$ cat src/rtl/counter_mod_adj.sv
// counter_mod_adj: modulo-MOD counter stage for the clock datapath.
// The count advances on a one-cycle tick, can be stepped up/down by
// adjust buttons, and can be parallel-loaded. Wraps produce registered
// one-cycle carry/borrow pulses for cascading the next stage.
// Optional feature macro: COUNTER_MOD_ADJ_AUTOREPEAT_EN adds button
// auto-repeat (hold REPEAT_DELAY cycles, then step every REPEAT_PERIOD).
module counter_mod_adj #(
    parameter int MOD             = 60,
    parameter int W               = 6,
    parameter int CARRY_ON_ADJUST = 0,
    parameter int REPEAT_DELAY    = 500,
    parameter int REPEAT_PERIOD   = 100
) (
    input  logic         clk,
    input  logic         clear_n,
    input  logic         tick,
    input  logic         keep,
    input  logic         adjust,
    input  logic         adj_up,
    input  logic         adj_down,
    input  logic         load,
    input  logic [W-1:0] load_val,
    output logic [W-1:0] digits,
    output logic         carry,
    output logic         borrow,
    output logic         at_zero
);

    if (MOD < 2 || MOD > (1 << W) || REPEAT_DELAY < 1 || REPEAT_PERIOD < 1) begin : g_bad_param
        $error("counter_mod_adj: illegal parameter combination");
    end

    localparam int         MAX_I     = MOD - 1;
    localparam logic [W:0] MAX_V     = MAX_I[W:0];
    localparam logic       ADJ_PULSE = (CARRY_ON_ADJUST != 0);

    // Increment modulo MOD, computed one bit wider than the digits.
    function automatic logic [W-1:0] mod_inc(input logic [W-1:0] d);
        logic [W:0] s;
        s = {1'b0, d} + {{W{1'b0}}, 1'b1};
        if ({1'b0, d} == MAX_V) s = '0;
        return s[W-1:0];
    endfunction

    // Decrement modulo MOD; zero wraps to MOD-1.
    function automatic logic [W-1:0] mod_dec(input logic [W-1:0] d);
        logic [W:0] s;
        s = {1'b0, d} - {{W{1'b0}}, 1'b1};
        if (d == '0) s = MAX_V;
        return s[W-1:0];
    endfunction

    // Load values beyond the modulus saturate to MOD-1.
    function automatic logic [W-1:0] sat_load(input logic [W-1:0] v);
        if ({1'b0, v} > MAX_V) return MAX_V[W-1:0];
        return v;
    endfunction

    logic         adj_up_q, adj_down_q;
    logic         up_edge, down_edge;
    logic         rpt_up, rpt_down;
    logic         step_up, step_down;
    logic [W-1:0] digits_nx;
    logic         carry_nx, borrow_nx;

    assign up_edge   = adj_up & ~adj_up_q;
    assign down_edge = adj_down & ~adj_down_q;
    assign at_zero   = (digits == '0);

`ifdef COUNTER_MOD_ADJ_AUTOREPEAT_EN
    typedef enum logic [1:0] {RPT_IDLE, RPT_DELAY, RPT_REPEAT} rpt_state_t;

    localparam int HOLD_MAX = (REPEAT_DELAY > REPEAT_PERIOD) ? REPEAT_DELAY : REPEAT_PERIOD;
    localparam int CW       = (HOLD_MAX < 2) ? 1 : $clog2(HOLD_MAX);
    localparam int DL_I     = REPEAT_DELAY - 1;
    localparam int PL_I     = REPEAT_PERIOD - 1;
    localparam logic [CW-1:0] DELAY_LAST  = DL_I[CW-1:0];
    localparam logic [CW-1:0] PERIOD_LAST = PL_I[CW-1:0];

    rpt_state_t    rpt_state, rpt_state_nx;
    logic [CW-1:0] hold_cnt, hold_cnt_nx;
    logic          rpt_dir_up, rpt_dir_up_nx;
    logic          rpt_step, rpt_held, rpt_abort;

    // Auto-repeat state, hold counter and latched button direction.
    always_ff @(posedge clk or negedge clear_n) begin
        if (!clear_n) begin
            rpt_state  <= RPT_IDLE;
            hold_cnt   <= '0;
            rpt_dir_up <= 1'b0;
        end else begin
            rpt_state  <= rpt_state_nx;
            hold_cnt   <= hold_cnt_nx;
            rpt_dir_up <= rpt_dir_up_nx;
        end
    end

    // Auto-repeat next state: any release, conflict, mode change or load aborts.
    always_comb begin
        rpt_state_nx  = rpt_state;
        hold_cnt_nx   = hold_cnt;
        rpt_dir_up_nx = rpt_dir_up;
        rpt_step      = 1'b0;
        rpt_held      = rpt_dir_up ? adj_up : adj_down;
        rpt_abort     = load | keep | ~adjust | (adj_up & adj_down) | ~rpt_held;
        case (rpt_state)
            RPT_IDLE: begin
                if (!load && !keep && adjust && (up_edge ^ down_edge)) begin
                    rpt_state_nx  = RPT_DELAY;
                    hold_cnt_nx   = '0;
                    rpt_dir_up_nx = up_edge;
                end
            end
            RPT_DELAY: begin
                if (rpt_abort) begin
                    rpt_state_nx = RPT_IDLE;
                end else if (hold_cnt == DELAY_LAST) begin
                    rpt_step     = 1'b1;
                    rpt_state_nx = RPT_REPEAT;
                    hold_cnt_nx  = '0;
                end else begin
                    hold_cnt_nx = hold_cnt + 1'b1;
                end
            end
            RPT_REPEAT: begin
                if (rpt_abort) begin
                    rpt_state_nx = RPT_IDLE;
                end else if (hold_cnt == PERIOD_LAST) begin
                    rpt_step    = 1'b1;
                    hold_cnt_nx = '0;
                end else begin
                    hold_cnt_nx = hold_cnt + 1'b1;
                end
            end
            default: rpt_state_nx = RPT_IDLE;
        endcase
    end

    assign rpt_up   = rpt_step & rpt_dir_up;
    assign rpt_down = rpt_step & ~rpt_dir_up;
`else
    assign rpt_up   = 1'b0;
    assign rpt_down = 1'b0;
`endif

    // Simultaneous up and down edges cancel each other.
    assign step_up   = adjust & ((up_edge & ~down_edge) | rpt_up);
    assign step_down = adjust & ((down_edge & ~up_edge) | rpt_down);

    // Next count and pulses: load > keep > adjust steps > tick.
    always_comb begin
        digits_nx = digits;
        carry_nx  = 1'b0;
        borrow_nx = 1'b0;
        if (load) begin
            digits_nx = sat_load(load_val);
        end else if (keep) begin
            digits_nx = digits;
        end else if (adjust) begin
            if (step_up && !step_down) begin
                digits_nx = mod_inc(digits);
                carry_nx  = ADJ_PULSE & ({1'b0, digits} == MAX_V);
            end else if (step_down && !step_up) begin
                digits_nx = mod_dec(digits);
                borrow_nx = ADJ_PULSE & (digits == '0);
            end
        end else if (tick) begin
            digits_nx = mod_inc(digits);
            carry_nx  = ({1'b0, digits} == MAX_V);
        end
    end

    // Count register, wrap pulses and button edge-detect history.
    always_ff @(posedge clk or negedge clear_n) begin
        if (!clear_n) begin
            digits     <= '0;
            carry      <= 1'b0;
            borrow     <= 1'b0;
            adj_up_q   <= 1'b0;
            adj_down_q <= 1'b0;
        end else begin
            digits     <= digits_nx;
            carry      <= carry_nx;
            borrow     <= borrow_nx;
            adj_up_q   <= adj_up;
            adj_down_q <= adj_down;
        end
    end

endmodule

$ cat config.mk
export PLATFORM = sky130hd
export DESIGN_NAME = counter_mod_adj
export DESIGN_NICKNAME = d
export VERILOG_FILES = /design/src/rtl/counter_mod_adj.sv
export SDC_FILE = /design/constraint.sdc
export NUM_CORES = 1
export LEC_CHECK = 0
export CORE_MARGIN = 2
export CORE_UTILIZATION = 41
export DETAILED_ROUTE_END_ITERATION = 8
export GPL_ROUTABILITY_DRIVEN = 0
export PLACE_DENSITY = 0.81
export SYNTH_ARGS = -nofsm -noshare
export SYNTH_HDL_FRONTEND = slang
export SYNTH_SLANG_ARGS = --single-unit
$ cat constraint.sdc
create_clock -name clk -period 2.08 [get_ports clk]
set_clock_uncertainty 0.15 [all_clocks]
set_input_delay 0.624 -clock clk [delete_from_list [all_inputs] [get_ports clk]]
set_output_delay 0.624 -clock clk [all_outputs]
set_load 0.03 [all_outputs]
==> qor.csv, run 1 <==
metric,value,unit
drt_iter0_drc,36,
ys_top_cells_by_count,"10 x nand2_1, 9 x dfrtp_1, 6 x nand2b_1, 6 x nor2_1, 6 x nor3_1",
highest_layer,met4,
synth_top_area_share,0.296,
tritoncts,built,
wl_met2,1240,um
crit_type,in2reg,
synth_top_area_cell,dfrtp_1,
synth-edff-count,0,
regArea,228,sq um
ys_seq_area_frac,0.296,
grt_pass1_vias,862,
fin_crit_sh,1.03,
die_x,47.1,um
clk_pin_slew,0.06,ns
power.leakage,0.568,nW
final_cell_area,1270,sq um
power_density,649,nW/um^2
period_needed,2.14,ns
status,"finished, violations left",
slowest_delay,0.26,ns
peakVddDrop,545,uV
ys_types,38,
critPathSlowestCell,nor3_1,
grt_pass1_wl,3660,um
setup_viol,2,
violations,negative setup slack,
met1_length,982,um
cp-start-kind,input pin,
cts_buffers,3,
synthTopCellsByArea,"dfrtp_1 30%, ha_1 6.6%, nand2_1 4.9%",
hold_path.class,in2reg,
vias,909,
post-dp-hpwl,1640,um
critical_path_cell_count,9,
slew_violations,0,
syn_inst,96,
preCtsSetupSlack,-0.636,ns
holdPathStages,1,
io_pins,23,
final_nets,157,
power,0.825,mW
insertion_delay,0.27,ns
cp.arrival,2.14,ns
drt-wirelength-per-cell,15.1,um
drive_above_1_share,0.391,
required,2.07,ns
path_cells,dlygate4sd2_1 -> and4_4 -> ha_4 -> and2b_2 -> buf_4 -> nand2_1 -> o22ai_1 -> nor3_1 -> nor3_2,
drtPass1Iterations,4,
overflow,0,
drv_cap,0,
multi_input_area,592,sq um
post-synth-top-count-cell,nand2_1,
vias_per_cell,5.58,
clock_sinks,9,
wl_met3,187,um
drc,0,
r2r_cells,9,
dpl-instance-area,1070,sq um
critical_path_buf_inv_count,2,
core_area,1730,sq um
cts.path.max_buffers,2,
hold_viol,0,
row_count,15,
endpoint_kind,register,
die_area,2220,sq um
async_reset_ff_frac,1.00,
htree_levels,1,
fmax,467,MHz
crit_fanout,5,
synth_nets,114,
synth_warnings,0,
synth_top_flop_cell,dfrtp_1,
wirelength,2470,um
areaGrowthSynthToFinish,67.3,%
postRouteAntennaNets,0,
syn_area,761,sq um
root_buffer,clkbuf_4,
synth-seq-cells,9,
rsz0062_at_grt,yes,
diodes,0,
antenna_found_initial,0,
initial_core_util,0.441,
fp.dieH,47.1,um
fillerInstances,137,
critPathTopFamily,simple AND/OR/NAND/NOR gates,
setup_ws,-0.0627,ns
grt_max_degree,10,
synth.avg_cell_area,7.92,sq um
track_usage,0.239,
port_buffers,21,
## routing by layer
metal,track usage,vias to the layer above
li1,-,427
met1,0.299,423
met2,0.378,48
met3,0.0577,11
met4,0.133,0
met5,0,-
## placed cells by master (no fill, tap or decap), types with 4 or more instances in the layout
cell type and n:
nand2b_1 4, a31oi_1 5, nand2_1 9, dlygate4sd2_1 4
buf_4 23, dfrtp_1 7, nor2_1 5, clkdlybuf4s50_1 11
nor3_1 4
## final timing paths
check	slack [ns]	start	to
min	0.33	adj_down	adj_down_q$_DFF_PN0_
min in group asynchronous	0.50	clear_n	carry$_DFF_PN0_
min reg2reg	0.54	digits[3]$_DFFE_PN0P_	digits[3]$_DFFE_PN0P_
max in group asynchronous	0.96	clear_n	digits[0]$_DFFE_PN0P_
max	-0.06	adjust	digits[2]$_DFFE_PN0P_
max reg2reg	0.10	adj_down_q$_DFF_PN0_	digits[2]$_DFFE_PN0P_
## what timing repair did
action / 4_1_cts / 5_1_grt
setup endpoints to repair: 9 / 10
buffers inserted: 6 / 2
cloned: 0 / 0
pin swaps: 11 / 8
resized for setup: 27 / 15
hold buffers: 0 / 0
## logic make-up after synthesis
logic type	synth area share
flip-flops	0.296
AO/OA/AOI/OAI	0.217
other	0.00493
buffers and inverters	0.0806
AND/OR/NAND/NOR	0.301
XOR/XNOR	0.0345
adder cells (fa/ha/maj)	0.0658
## power by group
group | internal (mW) | switching (mW)
Clock | 0.0742 | 0.0651
Combinational | 0.217 | 0.248
Sequential | 0.201 | 0.0194
Total | 0.493 | 0.333
## sequential cells by signal, indices dropped and copies added (netlist names)
signal and cells:
adj_up_q 1, digits 6, carry 1, adj_down_q 1
## through the flow
stage               instances  setup TNS, ns  hold slack [ns]  utilization
finish                    163        -0.0823            0.334        0.737
global placement          151          -3.16            0.438        0.621
detailed placement        151          -3.52            0.455        0.621
floorplan                  96              0            0.178            -
CTS                       161        -0.0333            0.432        0.707
global route              163         -0.228            0.332        0.737
## cell type report
class	instances	share of cell area
inverters	5	0.0147
clock buffers	4	0.0206
repair buffers	44	0.296
multi-input cells	76	0.465
well taps	25	0.0246
flip-flops and latches	9	0.179
No activity file was read; power rests on OpenSTA's default activity.
==> run 2: changes to the inputs <==
SKIP_CTS_REPAIR_TIMING = 1   (was unset)
==> run 2 against run 1 <==
Net effect: the flow still finishes with violations (negative setup slack); critical endpoint is now at_zero; setup slack gained 0.027 ns; highest routed layer unchanged; first-iteration DRC count shrank 53%; sequential share of layout area grew 0.69 points; critical path type is now reg2out.
==> qor.csv, run 2 (same netlist as run 1, synthesis figures left out) <==
metric,value,unit,change
areaGrowthSynthToFinish,61.0,%,was 67.3%
grt.met1_usage,0.270,,was 0.299
initial_core_util,0.441,,unchanged
path_cells,inv_2 -> ha_4 -> nor2b_4 -> and2_4 -> buf_6,,was dlygate4sd2_1 -> and4_4 -> ha_4 -> and2b_2 -> buf_4 -> nand2_1 -> o22ai_1 -> nor3_1 -> nor3_2
insertion_delay,0.26,ns,was 0.27 ns
die_area,2220,sq um,unchanged
period_needed,2.12,ns,was 2.14 ns
critPathSlowestCell,dfrtp_2,,was nor3_1
grt_max_degree,10,,unchanged
gr-usage-met3,0.0462,,was 0.0577
fp.dieH,47.1,um,unchanged
vias,891,,was 909
drive_above_1_share,0.311,,was 0.391
drc,0,,unchanged
root_buffer,clkbuf_4,,unchanged
power.leakage,0.571,nW,was 0.568 nW
hold_path.class,in2reg,,unchanged
clock_sinks,9,,unchanged
hold_start,adj_down,,unchanged
fin_crit_sh,1.02,,was 1.03
htree_levels,1,,unchanged
tritoncts,built,,unchanged
largest_register,digits,,unchanged
grt_pass1_wl,3190,um,was 3660 um
place_inst,151,,unchanged
violations,negative setup slack,,unchanged
met2_usage,0.323,,was 0.378
layoutNonFillerInstCount,157,,was 163
hold_viol,0,,unchanged
grt_pass1_vias,766,,was 862
endpoint_kind,output port,,was register
r2r_cells,8,,was 9
holdPathStages,1,,unchanged
dpl-instance-area,1070,sq um,unchanged
antenna_found_initial,0,,unchanged
core_area,1730,sq um,unchanged
drt_iter0_drc,17,,was 36
rsz0062_at_grt,yes,,unchanged
r2r_slack,0.04,ns,was 0.10 ns
power_density,642,nW/um^2,was 649 nW/um^2
final_common_cell,buf_4,,unchanged
vias_per_cell,5.68,,was 5.58
final_cell_area,1220,sq um,was 1270 sq um
status,"finished, violations left",,unchanged
busiest_layer,met2,,unchanged
cp.arrival,1.34,ns,was 2.14 ns
port_buffers,21,,unchanged
slowest_delay,0.42,ns,was 0.26 ns
fillerInstances,148,,was 137
clk_pin_slew,0.06,ns,about the same
preCtsSetupSlack,-0.636,ns,unchanged
crit_fanout,3,,was 5
post-route-util,0.709,,was 0.737
cts_buffers,3,,unchanged
final_nets,151,,was 157
wirelength,2330,um,was 2470 um
die_x,47.1,um,unchanged
drt-wirelength-per-cell,14.8,um,was 15.1 um
slew_violations,0,,unchanged
setup_viol,2,,unchanged
drv_cap,0,,unchanged
layout_common_cells,"17 x buf_4, 12 x clkdlybuf4s50_1, 10 x nand2_1",,"was 23 x buf_4, 11 x clkdlybuf4s50_1, 9 x nand2_1"
fmax,473,MHz,was 467 MHz
post-dp-hpwl,1640,um,unchanged
diodes,0,,unchanged
required,1.31,ns,was 2.07 ns
largest_reg_flops,6,,unchanged
postRouteAntennaNets,0,,unchanged
row_count,15,,unchanged
setup_ws,-0.0357,ns,was -0.0627 ns
track_usage,0.208,,was 0.239
worst_r2r_endpoint,digits[2]$_DFFE_PN0P_,,unchanged
crit_type,reg2out,,was in2reg
r2r_start,adj_down_q$_DFF_PN0_,,unchanged
drtPass1Iterations,4,,unchanged
min_to,adj_down_q$_DFF_PN0_,,unchanged
peakVddDrop,548,uV,was 545 uV
cp-start-kind,register,,was input pin
cts.path.max_buffers,2,,unchanged
io_pins,23,,unchanged
overflow,0,,unchanged
## run 2: cell count changes in the layout (fill, tap and decap cells not counted), sizes merged
cell and change:
dlymetal6s2s +5, buf -6, dlygate4sd2 -4, clkbuf -2, clkdlybuf4s50 +1
## run 2: worst max path at each step
stage,from,slack [ns],endpoint
finish,digits[0]$_DFFE_PN0P_,-0.04,at_zero
global route,adj_down,-0.09,digits[2]$_DFFE_PN0P_
CTS,adj_down,-0.36,digits[2]$_DFFE_PN0P_
detailed placement,adj_down,-0.64,digits[2]$_DFFE_PN0P_
global placement,adj_down,-0.56,digits[2]$_DFFE_PN0P_
floorplan,adj_down,0.003,digits[2]$_DFFE_PN0P_
## run 2: worst max-delay path: cells and delay by family (launching register included)
family                   cells  cell delay, ns
flip-flops                   1            0.42
AND/OR/NAND/NOR              2            0.30
buffers and inverters        2            0.22
adder cells (fa/ha/maj)      1            0.14
## run 2: stage by stage
| stage | setup TNS (ns) | power [mW] | hold WS (ns) |
|---|---|---|---|
| finish | -0.0467 | 0.787 | 0.380 |
| global route | -0.373 | 0.834 | 0.378 |
| CTS | -2.18 | 0.728 | 0.464 |
| detailed placement | -3.52 | 0.592 | 0.455 |
| global placement | -3.16 | 0.584 | 0.438 |
| floorplan | 0 | 0.447 | 0.178 |
## run 2: cell type report
class | instances | area, sq um | share of cell area
inverters | 5 | 18.8 | 0.0153
repair buffers | 38 | 359 | 0.293
well taps | 25 | 31.3 | 0.0255
multi-input cells | 76 | 562 | 0.459
clock buffers | 4 | 26.3 | 0.0215
flip-flops and latches | 9 | 228 | 0.186
## run 2: power breakdown
group          switching (mW)  total [mW]  internal (mW)  leakage, nW
Combinational           0.231       0.431          0.200        0.450
Sequential             0.0195       0.221          0.201        0.106
Clock                  0.0608       0.135         0.0739       0.0150
Total                   0.311       0.787          0.475        0.571
## run 2: metal layers
metal / part of all wire / up-vias / wire length [um]
met5: 0 / - / 0
met4: 0.014 / 0 / 32
met3: 0.091 / 6 / 211
met2: 0.50 / 61 / 1160
met1: 0.40 / 409 / 930
li1: - / 415 / -
==> run 3: changes to the inputs <==
SKIP_CTS_REPAIR_TIMING = unset   (was 1)
==> results of run 3 <==
The final DEF is identical to that of run 1; final timing and power are the same.
